$ cat src/rtl/mini_logger_dump_ctrl.sv
// Chronological dump sequencer for a mini_logger ring buffer: freezes logging, walks every
// valid line oldest-first one read word at a time, and streams the words over valid/ready.
module mini_logger_dump_ctrl #(
  parameter int MEM_DEPTH_LOG2 = 8,
  parameter int LINE_BYTES     = 24,
  parameter int OUTPUT_W       = 64,
  parameter int MEM_ADDR_W     = $clog2(LINE_BYTES * (2 ** MEM_DEPTH_LOG2))
) (
  input  logic                  clk,
  input  logic                  rst,
  input  logic                  log_en,
  output logic                  logging_active,
  input  logic                  dump_start,
  input  logic                  dump_abort,
  output logic                  busy,
  output logic                  dump_done,
  input  logic [MEM_ADDR_W-1:0] curr_wr_addr,
  input  logic                  has_looped,
  output logic                  rd_req_val,
  output logic [MEM_ADDR_W-1:0] rd_req_addr,
  input  logic                  rd_resp_val,
  input  logic [OUTPUT_W-1:0]   rd_resp_data,
  output logic                  out_val,
  output logic [OUTPUT_W-1:0]   out_data,
  output logic                  out_last,
  input  logic                  out_rdy
);

  localparam int LINE_ADDR_W  = MEM_DEPTH_LOG2;
  localparam int BLOCK_ADDR_W = $clog2(LINE_BYTES);
  localparam int SECTIONS     = LINE_BYTES * 8 / OUTPUT_W;
  localparam int SECTIONS_W   = $clog2(SECTIONS);
  localparam int ZERO_W       = BLOCK_ADDR_W - SECTIONS_W;
  localparam int CNT_W        = LINE_ADDR_W + 1;

  localparam logic [SECTIONS_W-1:0] SEC_LAST = SECTIONS_W'(SECTIONS - 1);
  localparam logic [CNT_W-1:0]      CNT_FULL = CNT_W'(2 ** LINE_ADDR_W);
  localparam logic [CNT_W-1:0]      CNT_ONE  = CNT_W'(1);

  typedef enum logic [1:0] {
    S_IDLE = 2'd0,
    S_REQ  = 2'd1,
    S_WAIT = 2'd2,
    S_SEND = 2'd3
  } state_t;

  state_t                  state_q, state_d;
  logic [LINE_ADDR_W-1:0]  cur_line_q, cur_line_d;
  logic [SECTIONS_W-1:0]   sec_q, sec_d;
  logic [CNT_W-1:0]        remain_q, remain_d;
  logic [OUTPUT_W-1:0]     hold_q, hold_d;
  logic                    abort_pend_q, abort_pend_d;
  logic                    dump_done_q, dump_done_d;

  logic [LINE_ADDR_W-1:0]  wr_line_s;
  logic [LINE_ADDR_W-1:0]  start_line_s;
  logic [CNT_W-1:0]        line_cnt_s;
  logic                    last_word_s;
  logic                    unused_addr_bits_s;

  // Snapshot of the logger write position taken at the moment a dump is accepted
  assign wr_line_s          = curr_wr_addr[MEM_ADDR_W-1 -: LINE_ADDR_W];
  assign start_line_s       = has_looped ? wr_line_s : '0;
  assign line_cnt_s         = has_looped ? CNT_FULL : {1'b0, wr_line_s};
  assign unused_addr_bits_s = ^curr_wr_addr[BLOCK_ADDR_W-1:0];
  assign last_word_s        = (sec_q == SEC_LAST) && (remain_q == CNT_ONE);

  // State and datapath registers
  always_ff @(posedge clk or posedge rst) begin
    if (rst) begin
      state_q      <= S_IDLE;
      cur_line_q   <= '0;
      sec_q        <= '0;
      remain_q     <= '0;
      hold_q       <= '0;
      abort_pend_q <= 1'b0;
      dump_done_q  <= 1'b0;
    end else begin
      state_q      <= state_d;
      cur_line_q   <= cur_line_d;
      sec_q        <= sec_d;
      remain_q     <= remain_d;
      hold_q       <= hold_d;
      abort_pend_q <= abort_pend_d;
      dump_done_q  <= dump_done_d;
    end
  end

  // Next-state and datapath update
  always_comb begin
    state_d      = state_q;
    cur_line_d   = cur_line_q;
    sec_d        = sec_q;
    remain_d     = remain_q;
    hold_d       = hold_q;
    abort_pend_d = abort_pend_q;
    dump_done_d  = 1'b0;
    case (state_q)
      S_IDLE: begin
        if (dump_start && !dump_abort) begin
          cur_line_d   = start_line_s;
          sec_d        = '0;
          remain_d     = line_cnt_s;
          abort_pend_d = 1'b0;
          if (line_cnt_s == '0) begin
            dump_done_d = 1'b1;
          end else begin
            state_d = S_REQ;
          end
        end else begin
          state_d = S_IDLE;
        end
      end
      S_REQ: begin
        if (dump_abort) begin
          state_d     = S_IDLE;
          dump_done_d = 1'b1;
        end else begin
          state_d = S_WAIT;
        end
      end
      S_WAIT: begin
        // An abort here must still absorb the in-flight response before releasing the logger
        if (rd_resp_val) begin
          if (dump_abort || abort_pend_q) begin
            state_d      = S_IDLE;
            dump_done_d  = 1'b1;
            abort_pend_d = 1'b0;
          end else begin
            hold_d  = rd_resp_data;
            state_d = S_SEND;
          end
        end else if (dump_abort) begin
          abort_pend_d = 1'b1;
        end else begin
          state_d = S_WAIT;
        end
      end
      S_SEND: begin
        if (dump_abort) begin
          state_d     = S_IDLE;
          dump_done_d = 1'b1;
        end else if (out_rdy) begin
          if (sec_q == SEC_LAST) begin
            sec_d      = '0;
            cur_line_d = cur_line_q + LINE_ADDR_W'(1);
            remain_d   = remain_q - CNT_ONE;
            if (remain_q == CNT_ONE) begin
              state_d     = S_IDLE;
              dump_done_d = 1'b1;
            end else begin
              state_d = S_REQ;
            end
          end else begin
            sec_d   = sec_q + SECTIONS_W'(1);
            state_d = S_REQ;
          end
        end else begin
          state_d = S_SEND;
        end
      end
      default: begin
        state_d = S_IDLE;
      end
    endcase
  end

  assign busy           = (state_q != S_IDLE);
  assign logging_active = log_en & (state_q == S_IDLE);
  assign dump_done      = dump_done_q;
  assign rd_req_val     = (state_q == S_REQ);
  assign rd_req_addr    = {cur_line_q, sec_q, {ZERO_W{1'b0}}};
  assign out_val        = (state_q == S_SEND);
  assign out_data       = hold_q;
  assign out_last       = (state_q == S_SEND) && last_word_s;

endmodule

$ cat config.mk
export PLATFORM = sky130hd
export DESIGN_NAME = mini_logger_dump_ctrl
export DESIGN_NICKNAME = d
export VERILOG_FILES = /design/src/rtl/mini_logger_dump_ctrl.sv
export SDC_FILE = /design/constraint.sdc
export NUM_CORES = 1
export LEC_CHECK = 0
export ABC_AREA = 1
export BUFFER_PORTS_ARGS = -buffer_cell sky130_fd_sc_hd__buf_4
export CORE_ASPECT_RATIO = 0.5
export CORE_UTILIZATION = 35
export DETAILED_ROUTE_END_ITERATION = 10
export PLACE_DENSITY = 0.61
export SLEW_MARGIN = 20
export SYNTH_ARGS = -nofsm -noshare
export SYNTH_HDL_FRONTEND = slang
export SYNTH_SLANG_ARGS = --single-unit
export TNS_END_PERCENT = 100
$ cat constraint.sdc
create_clock -name clk -period 2.8 [get_ports clk]
set_input_delay 0.28 -clock clk [delete_from_list [all_inputs] [get_ports clk]]
set_output_delay 0.28 -clock clk [all_outputs]
set_load 0.1 [all_outputs]
==> results.md <==
- Worst Path Max Fanout: 15
- WP buf/inv: 3
- Top-count cell post-synth: nand2_1
- EDFF count, synth: 0
- Fmax: 466 MHz
- Total congestion overflow: 0
- Crit path kind: register to primary output
- Worst clock skew: 7.90 ps
- CP endpoint kind: primary output
- Largest delay share family, worst path: buffers and inverters
- Residual DRC: 0
- Initial Utilization: 36.7%
- Setup_tns: 0 ps
- Clock Sinks: 87
- Die Wd: 155 µm
- Vias: 3737
- Routability Congestion: 0.860
- # Post-CTS Setup Buffers: 0
- Core box area: 11200 µm²
- CP peak stage delay: 430 ps
- Max-cap violations: 0
- Slew headroom: 55.4%
- Status: finished, final reports clean
- Hold buffers post-CTS: 0
- Clock root cell: clkbuf_16
- CP required: 2520 ps
- Worst-margin pin slew: 668 ps
- Most used cell, CP: buf_4
- Cts repair resizes: 0
- Hold Vio Cnt, Final: 0
- Worst path cell trace: nand2_2 > clkinv_2 > buf_4 > buf_4
- Synth top area cells: dfrtp_1 (53%), nand2_1 (24%), inv_1 (3.4%)
- Fin crit share: 76.7%
- Layout area overhead: 38.8%
- Routed wire length: 10600 µm
- Layout cell share with drive strength beyond 1: 28.6%
- Largest net degree at the start of global routing: 65
- Hold WC Path Type: input pin to async pin
- Initial antenna violation count: 0
- Cell Area, Synth: 4100 µm²
- Final setup violation count: 0
- Count of cell types in the netlist: 36
- Max-slew violations: 0
- Top-area cell type share of the netlist area: 53.1%
- DRT Pass-1 Iters: 4
- Mapped Cells: 526
- I/O Buffers: 159
- Warnings from Yosys: 0
- Antenna cell count: 0
- CTS tree: yes
- WP data arrival: 1870 ps
- RR Startpoint: state_q[0]$_DFFE_PP0P_
- Clock H-tree levels: 3
- Ys async rst share: 100%
- IO Count: 168
- Synth Area per Inst: 7.80 µm²
- CP max stage cell: dfrtp_1
- Clk buf depth: 2
- First-pass GRT wire length: 17200 µm
- Yosys top cell by area: dfrtp_1
- Commonest cells post-synth: nand2_1 (266), dfrtp_1 (87), inv_1 (37)
- Clk_lat worst skew: 340 ps
- #FFs+latches synth: 87
- Final nets: 768
- Worst Setup SP: state_q[0]$_DFFE_PP0P_
- Worst setup SP type: register
- Initial drt markers: 239
- HPWL after DPL: 7390 µm
- Vias per cell: 4.43
- Number of global-route vias before repair: 3479
- Die area: 12200 µm²
- Post-route ant nets: 0
- Total CTS buffers: 9
- Wirelength per Cell: 12.6 µm
- Total track usage: 17.9%
- FP Rows: 27
- Final min period: 2150 ps
- CTS clk-pin slew, worst paths: 70 ps
- RSZ-0062 raised after global routing: no
- Die Height: 78.5 µm
- Sequential element share of the synthesized area: 53.1%
- Top_reg_cell synth: dfrtp_1
==> layout by cell type (no fill, tap or decap), types with 4 or more instances in the layout <==
cell	synthesis	final
buf_4	4	161
nand3_1	15	15
nand2_1	266	265
o21ai_0	15	15
inv_1	37	36
a21oi_1	6	6
dfrtp_1	87	87
clkbuf_16	0	9
o21ai_1	6	6
o21ai_2	4	4
nand4_1	4	4
nor2_1	36	36
==> registers in the layout (all words and copies together) (netlist names) <==
signal and cells:
abort_pend_q 1, out_data 64, state_q 2, cur_line_q 8, remain_q 9, sec_q 2
dump_done 1
==> worst paths after layout <==
check,end,slack [ps],depth (start not counted)
max,out_val,650,4
min,out_data[24]$_DFFE_PP0P_,10,2
max reg2reg,remain_q[6]$_DFFE_PP0P_,790,8
min reg2reg,out_data[14]$_DFFE_PP0P_,480,2
max in group asynchronous,out_data[48]$_DFFE_PP0P_,2080,3
min in group clk,out_data[11]$_DFFE_PP0P_,120,3
==> final cells by class <==
| type | count | area [µm²] |
|---|---|---|
| timing repair buffer | 163 | 1250 |
| inverter | 42 | 163 |
| tap | 159 | 199 |
| fill | 1122 | 5490 |
| clock buffer | 10 | 229 |
| clock inverter | 6 | 53.8 |
| sequential | 87 | 2180 |
| multi-input combinational | 377 | 1620 |
==> cells by family after synthesis <==
logic type	Yosys count	synth area share [%]
DFF	87	53.1
adders and majority gates	3	0.916
xor gates and xnor gates	1	0.214
other	1	0.0915
and+or+nand+nor	330	32.0
AOI/OAI and AO/OA	40	5.68
buffers and inverters	64	7.96
==> routing by layer <==
metal  share of wire (%)  track usage (%)  routed length, µm  up-vias
li1                    -                -                  -     1913
met1                  46             23.0               4930     1725
met2                  48             30.0               5040       88
met3                 4.9             4.80                520       11
met4                 1.1             4.65                117        0
met5                   0                0                  0        -
==> stage by stage <==
stage / setup slack [ps] / utilization (%) / hold WS, ps / instances / instance area (µm²)
global placement: 797 / 48.4 / 400 / 828 / 5410
floorplan: 121 / - / 390 / 528 / 4120
CTS: 638 / 50.9 / 42.2 / 844 / 5690
global route: 573 / 50.9 / 60.1 / 844 / 5690
finish: 652 / 50.9 / 10.1 / 844 / 5690
detailed placement: 784 / 48.4 / 407 / 828 / 5410
Power is not shown: default switching activity piles up to over one toggle a cycle in this logic, so the estimate is an artifact.
